===== src/rtl/control_riesgos_if.sv =====
// Signal bundle between the hazard-detection side of the pipeline and the
// hazard scheduler: register operands, memory handshake, branch, enables.
interface control_riesgos_if;
    logic [3:0]  Ra_ID;
    logic        RE_A_ID;
    logic [3:0]  Rb_ID;
    logic        RE_B_ID;
    logic [3:0]  Rd_EX;
    logic        mem_RE_EX;
    logic        mem_req;
    logic        mem_ack;
    logic        branch_taken_EX;
    logic        PC_EN;
    logic        IF_ID_EN;
    logic        ID_EX_EN;
    logic        NOP_Mux;
    logic        IF_ID_flush;
    logic        mem_error;
    logic [15:0] stall_cnt;

    modport master (
        output Ra_ID, RE_A_ID, Rb_ID, RE_B_ID, Rd_EX, mem_RE_EX,
               mem_req, mem_ack, branch_taken_EX,
        input  PC_EN, IF_ID_EN, ID_EX_EN, NOP_Mux, IF_ID_flush,
               mem_error, stall_cnt
    );

    modport slave (
        input  Ra_ID, RE_A_ID, Rb_ID, RE_B_ID, Rd_EX, mem_RE_EX,
               mem_req, mem_ack, branch_taken_EX,
        output PC_EN, IF_ID_EN, ID_EX_EN, NOP_Mux, IF_ID_flush,
               mem_error, stall_cnt
    );
endinterface


===== src/rtl/control_riesgos.sv =====
// Pipeline hazard scheduler: load-use stalls, memory wait states with timeout
// and branch flushes. Define STALL_COUNTER_EN to build the stall statistics counter.
module control_riesgos #(
    parameter int unsigned LOAD_STALL_CYCLES = 1,
    parameter int unsigned MEM_TIMEOUT       = 64
) (
    input  logic             clk,
    input  logic             rst_n,
    control_riesgos_if.slave bus
);

    localparam logic [1:0] RUN        = 2'd0;
    localparam logic [1:0] LOAD_STALL = 2'd1;
    localparam logic [1:0] MEM_WAIT   = 2'd2;
    localparam logic [1:0] ERROR      = 2'd3;

    localparam logic [2:0] STALL_INIT = 3'(LOAD_STALL_CYCLES - 1);
    localparam logic [7:0] TIMEOUT    = 8'(MEM_TIMEOUT);

    logic [1:0] state_q, state_d;
    logic [2:0] stall_left_q, stall_left_d;
    logic [7:0] wait_cnt_q, wait_cnt_d;
    logic       mem_error_q, mem_error_d;

    logic hz, mw;
    logic pc_en, if_id_en, id_ex_en, nop_mux, if_id_flush;

    assign hz = bus.mem_RE_EX &&
                ((bus.RE_A_ID && (bus.Ra_ID == bus.Rd_EX)) ||
                 (bus.RE_B_ID && (bus.Rb_ID == bus.Rd_EX)));
    assign mw = bus.mem_req && !bus.mem_ack;

    always_comb begin
        state_d      = state_q;
        stall_left_d = stall_left_q;
        wait_cnt_d   = wait_cnt_q;
        mem_error_d  = mem_error_q;
        pc_en        = 1'b1;
        if_id_en     = 1'b1;
        id_ex_en     = 1'b1;
        nop_mux      = 1'b0;
        if_id_flush  = 1'b0;

        case (state_q)
            RUN, LOAD_STALL: begin
                if (mw) begin
                    // The request cycle is the first unacknowledged cycle.
                    pc_en        = 1'b0;
                    if_id_en     = 1'b0;
                    id_ex_en     = 1'b0;
                    stall_left_d = 3'd0;
                    wait_cnt_d   = 8'd1;
                    if (TIMEOUT == 8'd1) begin
                        state_d     = ERROR;
                        mem_error_d = 1'b1;
                    end else begin
                        state_d = MEM_WAIT;
                    end
                end else if (state_q == LOAD_STALL) begin
                    pc_en        = 1'b0;
                    if_id_en     = 1'b0;
                    nop_mux      = 1'b1;
                    stall_left_d = stall_left_q - 3'd1;
                    if (stall_left_q == 3'd1)
                        state_d = RUN;
                end else if (bus.branch_taken_EX) begin
                    if_id_flush = 1'b1;
                    nop_mux     = 1'b1;
                end else if (hz) begin
                    pc_en    = 1'b0;
                    if_id_en = 1'b0;
                    nop_mux  = 1'b1;
                    if (LOAD_STALL_CYCLES > 1) begin
                        stall_left_d = STALL_INIT;
                        state_d      = LOAD_STALL;
                    end
                end
            end
            MEM_WAIT: begin
                if (!bus.mem_ack) begin
                    pc_en      = 1'b0;
                    if_id_en   = 1'b0;
                    id_ex_en   = 1'b0;
                    wait_cnt_d = wait_cnt_q + 8'd1;
                    if (wait_cnt_d == TIMEOUT) begin
                        state_d     = ERROR;
                        mem_error_d = 1'b1;
                    end
                end else begin
                    state_d = RUN;
                end
            end
            default: begin
                pc_en    = 1'b0;
                if_id_en = 1'b0;
                id_ex_en = 1'b0;
            end
        endcase

        // Reset values are driven straight from rst_n, independent of the clock.
        if (!rst_n) begin
            pc_en       = 1'b0;
            if_id_en    = 1'b0;
            id_ex_en    = 1'b0;
            nop_mux     = 1'b1;
            if_id_flush = 1'b1;
        end
    end

    always_ff @(posedge clk or negedge rst_n) begin
        if (!rst_n) begin
            state_q      <= RUN;
            stall_left_q <= 3'd0;
            wait_cnt_q   <= 8'd0;
            mem_error_q  <= 1'b0;
        end else begin
            state_q      <= state_d;
            stall_left_q <= stall_left_d;
            wait_cnt_q   <= wait_cnt_d;
            mem_error_q  <= mem_error_d;
        end
    end

    assign bus.PC_EN       = pc_en;
    assign bus.IF_ID_EN    = if_id_en;
    assign bus.ID_EX_EN    = id_ex_en;
    assign bus.NOP_Mux     = nop_mux;
    assign bus.IF_ID_flush = if_id_flush;
    assign bus.mem_error   = mem_error_q;

`ifdef STALL_COUNTER_EN
    logic [15:0] stall_cnt_q, stall_cnt_d;

    always_comb begin
        stall_cnt_d = stall_cnt_q;
        if (!pc_en && (stall_cnt_q != 16'hFFFF))
            stall_cnt_d = stall_cnt_q + 16'd1;
    end

    always_ff @(posedge clk or negedge rst_n) begin
        if (!rst_n)
            stall_cnt_q <= 16'd0;
        else
            stall_cnt_q <= stall_cnt_d;
    end

    assign bus.stall_cnt = stall_cnt_q;
`else
    assign bus.stall_cnt = 16'h0000;
`endif

endmodule


===== src/flat_wrapper.sv =====
// flat-port wrapper written by rule: the top's interface ports become plain ports
module control_riesgos_flat 
#(
    parameter int unsigned LOAD_STALL_CYCLES = 1,
    parameter int unsigned MEM_TIMEOUT       = 64
)
  (clk, rst_n, bus_Ra_ID, bus_RE_A_ID, bus_Rb_ID, bus_RE_B_ID, bus_Rd_EX, bus_mem_RE_EX, bus_mem_req, bus_mem_ack, bus_branch_taken_EX, bus_PC_EN, bus_IF_ID_EN, bus_ID_EX_EN, bus_NOP_Mux, bus_IF_ID_flush, bus_mem_error, bus_stall_cnt);
  control_riesgos_if bus_i ();
  input  logic clk;
  input  logic rst_n;
  input wire logic [$bits(bus_i.Ra_ID)-1:0] bus_Ra_ID;
  input wire logic [$bits(bus_i.RE_A_ID)-1:0] bus_RE_A_ID;
  input wire logic [$bits(bus_i.Rb_ID)-1:0] bus_Rb_ID;
  input wire logic [$bits(bus_i.RE_B_ID)-1:0] bus_RE_B_ID;
  input wire logic [$bits(bus_i.Rd_EX)-1:0] bus_Rd_EX;
  input wire logic [$bits(bus_i.mem_RE_EX)-1:0] bus_mem_RE_EX;
  input wire logic [$bits(bus_i.mem_req)-1:0] bus_mem_req;
  input wire logic [$bits(bus_i.mem_ack)-1:0] bus_mem_ack;
  input wire logic [$bits(bus_i.branch_taken_EX)-1:0] bus_branch_taken_EX;
  output wire logic [$bits(bus_i.PC_EN)-1:0] bus_PC_EN;
  output wire logic [$bits(bus_i.IF_ID_EN)-1:0] bus_IF_ID_EN;
  output wire logic [$bits(bus_i.ID_EX_EN)-1:0] bus_ID_EX_EN;
  output wire logic [$bits(bus_i.NOP_Mux)-1:0] bus_NOP_Mux;
  output wire logic [$bits(bus_i.IF_ID_flush)-1:0] bus_IF_ID_flush;
  output wire logic [$bits(bus_i.mem_error)-1:0] bus_mem_error;
  output wire logic [$bits(bus_i.stall_cnt)-1:0] bus_stall_cnt;
  assign bus_i.Ra_ID = bus_Ra_ID;
  assign bus_i.RE_A_ID = bus_RE_A_ID;
  assign bus_i.Rb_ID = bus_Rb_ID;
  assign bus_i.RE_B_ID = bus_RE_B_ID;
  assign bus_i.Rd_EX = bus_Rd_EX;
  assign bus_i.mem_RE_EX = bus_mem_RE_EX;
  assign bus_i.mem_req = bus_mem_req;
  assign bus_i.mem_ack = bus_mem_ack;
  assign bus_i.branch_taken_EX = bus_branch_taken_EX;
  assign bus_PC_EN = bus_i.PC_EN;
  assign bus_IF_ID_EN = bus_i.IF_ID_EN;
  assign bus_ID_EX_EN = bus_i.ID_EX_EN;
  assign bus_NOP_Mux = bus_i.NOP_Mux;
  assign bus_IF_ID_flush = bus_i.IF_ID_flush;
  assign bus_mem_error = bus_i.mem_error;
  assign bus_stall_cnt = bus_i.stall_cnt;
  control_riesgos #(.LOAD_STALL_CYCLES(LOAD_STALL_CYCLES), .MEM_TIMEOUT(MEM_TIMEOUT)) u_core (.clk(clk), .rst_n(rst_n), .bus(bus_i));
endmodule

===== config.mk =====
export PLATFORM = sky130hd
export DESIGN_NAME = control_riesgos_flat
export DESIGN_NICKNAME = d
export VERILOG_FILES = /design/src/rtl/control_riesgos_if.sv /design/src/rtl/control_riesgos.sv /design/src/flat_wrapper.sv
export SDC_FILE = /design/constraint.sdc
export NUM_CORES = 1
export LEC_CHECK = 0
export CORE_ASPECT_RATIO = 1.25
export CORE_UTILIZATION = 40
export CTS_BUF_LIST = sky130_fd_sc_hd__clkbuf_4 sky130_fd_sc_hd__clkbuf_8
export DETAILED_ROUTE_END_ITERATION = 6
export DONT_BUFFER_PORTS = 1
export PLACE_DENSITY = 0.59
export SLEW_MARGIN = 20
export SYNTH_ARGS = -nofsm -noshare
export SYNTH_HDL_FRONTEND = slang
export SYNTH_SLANG_ARGS = --single-unit

===== constraint.sdc =====
create_clock -name clk -period 4.56 [get_ports clk]
set_input_delay 0.912 -clock clk [delete_from_list [all_inputs] [get_ports clk]]
set_output_delay 0.912 -clock clk [all_outputs]
set_load 0.005 [all_outputs]

# Word level (Yosys, flattened, before mapping)
# Index checks and enable logic that the tools add are counted.
# W data, S select, Z words.
totals:
  elab_cells: 64
  output_inout_bits: 22
  ff_bits: 14
  inputBits: 20
op_classes:
  eq_ne: 11
  addsub: 2
  n_bitwise: 1
  reduce_logical: 14
  muxes: 32
ops:
  columns: ["op", "count"]
  rows:
  - ["$mux W1", 19]
  - ["$mux W8", 2]
  - ["$pmux W8 S2", 1]
  - ["$mux W2", 5]
  - ["$add A8 B1 Y8 const B", 1]
  - ["$eq A4 B4 Y1", 2]
  - ["$eq A8 B7 Y1 const B", 1]
  - ["$mux W3", 2]
  - ["$ne A3 B1 Y1 const B", 2]
  - ["$reduce_and A3 Y1", 2]
  - ["$logic_and A1 B1 Y1", 4]
  - ["$pmux W1 S2", 2]
  - ["$pmux W2 S2", 1]
  - ["$reduce_and A4 Y1", 1]
  - ["$reduce_bool A2 Y1", 2]
  - ["$eq A3 B1 Y1 const B", 1]
  - ["$ne A3 B2 Y1 const B", 1]
  - ["$sub A3 B1 Y3 const B", 1]
  - ["$eq A2 B1 Y1 const B", 1]
  - ["$eq A2 B2 Y1 const B", 1]
  - ["$logic_not A2 Y1", 1]
  - ["$ne A2 B1 Y1 const B", 1]
  - ["$ne A2 B2 Y1 const B", 1]
  - ["$reduce_and A2 Y1", 1]
  - ["4 further kinds", 4]

# Longest topological paths before layout
logic_depth:
  word_depth: 10
  depth_mapped: 7
  depth_no_buf: 6

# Worst setup path before layout
# Ideal clock, no wire load.
synth_path:
  kind: "input port to output port"
  from: "input bus_Rd_EX[1]"
  to: "output bus_PC_EN"
  path_stages: 5
  path_buffers: 1
  slack_ps: 1870
  arrival_time_ps: 1778
  required_ps: 3648
  path_cell_list: "xor2_1 -> nor4_1 -> a21oi_1 -> a41o_1 -> buf_4"
synth_between:
  elab_chain_len: 10
  word_cells_on_any_way: 12
  classes_between: "eq/ne (2); mux (6); reduce/logical (4)"
synth_rtl:
  columns: ["element", "line", "source"]
  rows:
  - ["start: declaration", "flat_wrapper.sv:15", "input wire logic [$bits(bus_i.Rd_EX)-1:0] bus_Rd_EX;"]
  - ["$eq A4 B4 Y1 (on tied branches)", "control_riesgos.sv:29, control_riesgos.sv:30", null]
  - ["$logic_and A1 B1 Y1 (on tied branches)", "control_riesgos.sv:29, control_riesgos.sv:30", null]
  - ["$logic_or A1 B1 Y1 *", "control_riesgos.sv:29", "((bus.RE_A_ID && (bus.Ra_ID == bus.Rd_EX)) ||"]
  - ["$logic_and A1 B1 Y1 *", "control_riesgos.sv:28", "assign hz = bus.mem_RE_EX &&"]
  - ["$mux W1 * (4 in series)", null, null]
  - ["$pmux W1 S2 *", null, null]
  - ["$mux W1 *", null, null]
  - ["end: declaration", "flat_wrapper.sv:20", "output wire logic [$bits(bus_i.PC_EN)-1:0] bus_PC_EN;"]
# Mark *: on every way between the ends. The rest lies on a longest branch, timed or not.

# Worst setup path in the final report
layout_path:
  from: "input bus_Rd_EX[0]"
  to: "output bus_PC_EN"
# The elaborated chain is that of the path after synthesis.

==> results.py <==
metrics = {
    "die": {
        "core_region_area_sq_um": 2733,
        "die-width_microns": 50.30,
        "dieArea_sq_um": 3137,
        "y_dimension_of_the_die_microns": 62.37,
        "floorplan.io_pins": 42,
        "placementRows": 21,
        "start_util_pct": 42.67,
    },
    "logic_synthesis": {
        "postSynth.asyncResetShare_pct": 100.0,
        "synth_area_sq_um": 1166,
        "synth-edff-count": 0,
        "synth_cell_types": 39,
        "seq_area_frac_synth_pct": 30.04,
        "synth-seq-cells": 14,
        "top_ff_cell_synth": "dfrtp_1",
        "synthesis.instances": 142,
        "ys_warn_count": 0,
        "syn-mean-instance-area_sq_um": 8.212,
    },
    "drt": {
        "routed_via_density": 5.299,
        "vias": 922,
        "wirelength_microns": 2081,
        "wire_per_inst_microns": 11.96,
        "drt_iter0_drc": 22,
        "drt_drc_violations_left": 0,
        "postRouteAntennaNets": 0,
        "first_pass_iters": 4,
    },
    "placed_design": {
        "portBuffers": 0,
        "gp_routability_congestion": 0.7367,
        "postPlaceCellArea_sq_um": 1102,
        "place.detailed.hpwl_microns": 1574,
    },
    "sta": {
        "tns_ns": 0,
        "timing_max_transition_violations_final": 0,
        "finClkSkew_ns": 0.001632,
        "fmaxAchievable_ghz": 0.3794,
        "setup_violations": 0,
        "finalHoldViolCount": 0,
        "final.min_clock_period_ns": 2.636,
        "fin_hold_ws_ns": 0.3142,
        "grt_setup_unrepaired": "false",
        "final_min_period_over_clock_period_pct": 57.80,
    },
    "cts": {
        "post-cts-setup-buffers": 0,
        "clockRootBuffer": "clkbuf_4",
        "h-tree-depth": 1,
        "cts_hold_repair.buffers": 0,
        "cts.clk_slew.worst_paths_ns": 0.09,
        "postCtsResizedCells": 0,
        "cts_made_buffers": 3,
        "clock_tree_from_tritoncts": "yes",
        "max-clock-path-buffers": 2,
        "clkLatencyLatePin_ns": 0.28,
        "tritoncts_num_sinks": 14,
    },
    "global_route": {
        "grt_pass1_wl_microns": 3843,
        "grt_max_degree": 20,
        "vias_in_the_first_global_route": 922,
        "grt_antenna_before_repair": 0,
        "global_route_total_overflow": 0,
        "grt_usage_pct": 15.80,
    },
    "critical_path": {
        "max_stage_delay_ns": 0.34,
        "worstSetupEndpointType": "output port",
        "crit_path_max_fanout": 2,
        "crit_arrival_ns": 1.72,
        "critical_path.n_buffers_inverters": 1,
        "timing.critical_path.max_delay_family": "compound AO/OA/AOI/OAI gates",
        "critical_path.startpoint": "bus_Rd_EX[0]",
        "crit_path_start_kind": "input port",
        "critPathKind": "input port to output port",
        "timing.critical_path.cells": "inv_1 > a222oi_1 > a21oi_1 > a41o_1",
        "worst_path_max_delay_cell": "a222oi_1",
        "r2r-start": "u_core.wait_cnt_q[0]$_DFFE_PN0P_",
        "cp_data_required_time_ns": 3.65,
    },
    "power": {
        "max-vdd-ir-drop_mv": 0.1609,
        "cellPowerDensity_nw_per_um2": 270.4,
        "power_leakage_uw": 0.0005248,
        "total_power_uw": 307.9,
    },
    "layout": {
        "final_cell_mix": "conb_1 (16), nand2_1 (15), dfrtp_1 (14)",
        "area_growth_pct": -2.361,
        "antenna_cells": 0,
        "layout.nets": 165,
        "layout-drive-gt1-share_pct": 7.857,
        "most_frequent_standard_cell_in_the_layout_excluding_fill_and_tap_cells": "conb_1",
        "postLayoutCellArea_sq_um": 1139,
    },
    "worst_hold_path": {
        "worst_hold_path_type": "input port to asynchronous set/reset pin",
    },
    "status": {
        "run_status": "finished, final reports clean",
    },
    "job": {
        "maxCapViolations": 0,
    },
}
power by group:
| group | switching, uW | internal, uW | total (uW) |
|---|---|---|---|
| logic | 35.2 | 31.3 | 66.5 |
| clock network | 42.6 | 48.6 | 91.1 |
| registers | 17.8 | 133 | 150 |
| total | 95.5 | 212 | 308 |
worst paths after layout:
| path | to | cells past startpoint | slack [ns] |
|---|---|---|---|
| hold reg to reg | u_core.stall_left_q[2]$_DFFE_PN0P_ | 1 | 0.48 |
| min in group clk | u_core.stall_left_q[2]$_DFFE_PN0P_ | 1 | 0.48 |
| max in group asynchronous | u_core.wait_cnt_q[6]$_DFFE_PN0P_ | 0 | 4.18 |
| setup / recovery | bus_PC_EN | 4 | 1.92 |
| setup reg to reg | u_core.state_q[0]$_DFFE_PN0P_ | 6 | 2.90 |
| hold / removal | u_core.wait_cnt_q[5]$_DFFE_PN0P_ | 0 | 0.31 |
flip-flops by register name, summed over array words and instances, names as in the netlist:
register,cells
u_core.bus.mem_error,1
u_core.state_q,2
u_core.stall_left_q,3
u_core.wait_cnt_q,8
synth_stat cells (2+ instances only):
library cell  instances  area (sq um)
o31ai_1               5         37.54
nor3_1                4         20.02
nand2_1              15         56.30
xor2_1                6         52.55
buf_6                 2         22.52
nand3_1               3         15.01
a21oi_1               6         30.03
and3_1                3         18.77
o21ai_1               3         15.01
buf_4                18         135.1
nand2b_1              5         31.28
a31o_2                2         17.52
inv_1                 8         30.03
dfrtp_1              14         350.3
o21ai_0              12         60.06
ha_1                  4         50.05
nor2_1                8         30.03
nor2b_1               2         12.51
o21bai_1              2         15.01
layout make-up:
type                       count  area [sq um]
sequential                    14         350.3
fill                         291          1594
multi-input combinational    114         679.4
inverter                       8         30.03
tap                           34         42.54
clock buffer                   4         36.28
per-layer routing:
metal  up-vias  share of wire (%)  track usage (%)
li1        462                  -                -
met1       438                 45            18.92
met2        20                 51            27.00
met5         -                  0                0
met4         0               0.43            5.556
met3         2                4.0            3.676
metrics by stage:
step	utilization, %	instances	setup slack [ns]
global route	41.67	174	1.804
finish	41.67	174	1.924
detailed placement	40.34	170	1.931
global placement	40.34	170	1.933
floorplan	-	157	1.870
CTS	41.67	174	1.929
cell families (layout without fill, tap and decap cells):
group | count (synthesis) | count (layout) | share of synthesized area [%]
compound gates | 38 | 38 | 21.25
xor+xnor | 7 | 7 | 5.258
fa+ha+maj | 4 | 4 | 4.292
buf+inv | 29 | 12 | 16.52
flops | 14 | 14 | 30.04
mux | 1 | 1 | 0.8584
other cells | 1 | 16 | 0.3216
simple gates | 48 | 48 | 21.46
(Power assumes the default switching activity.)
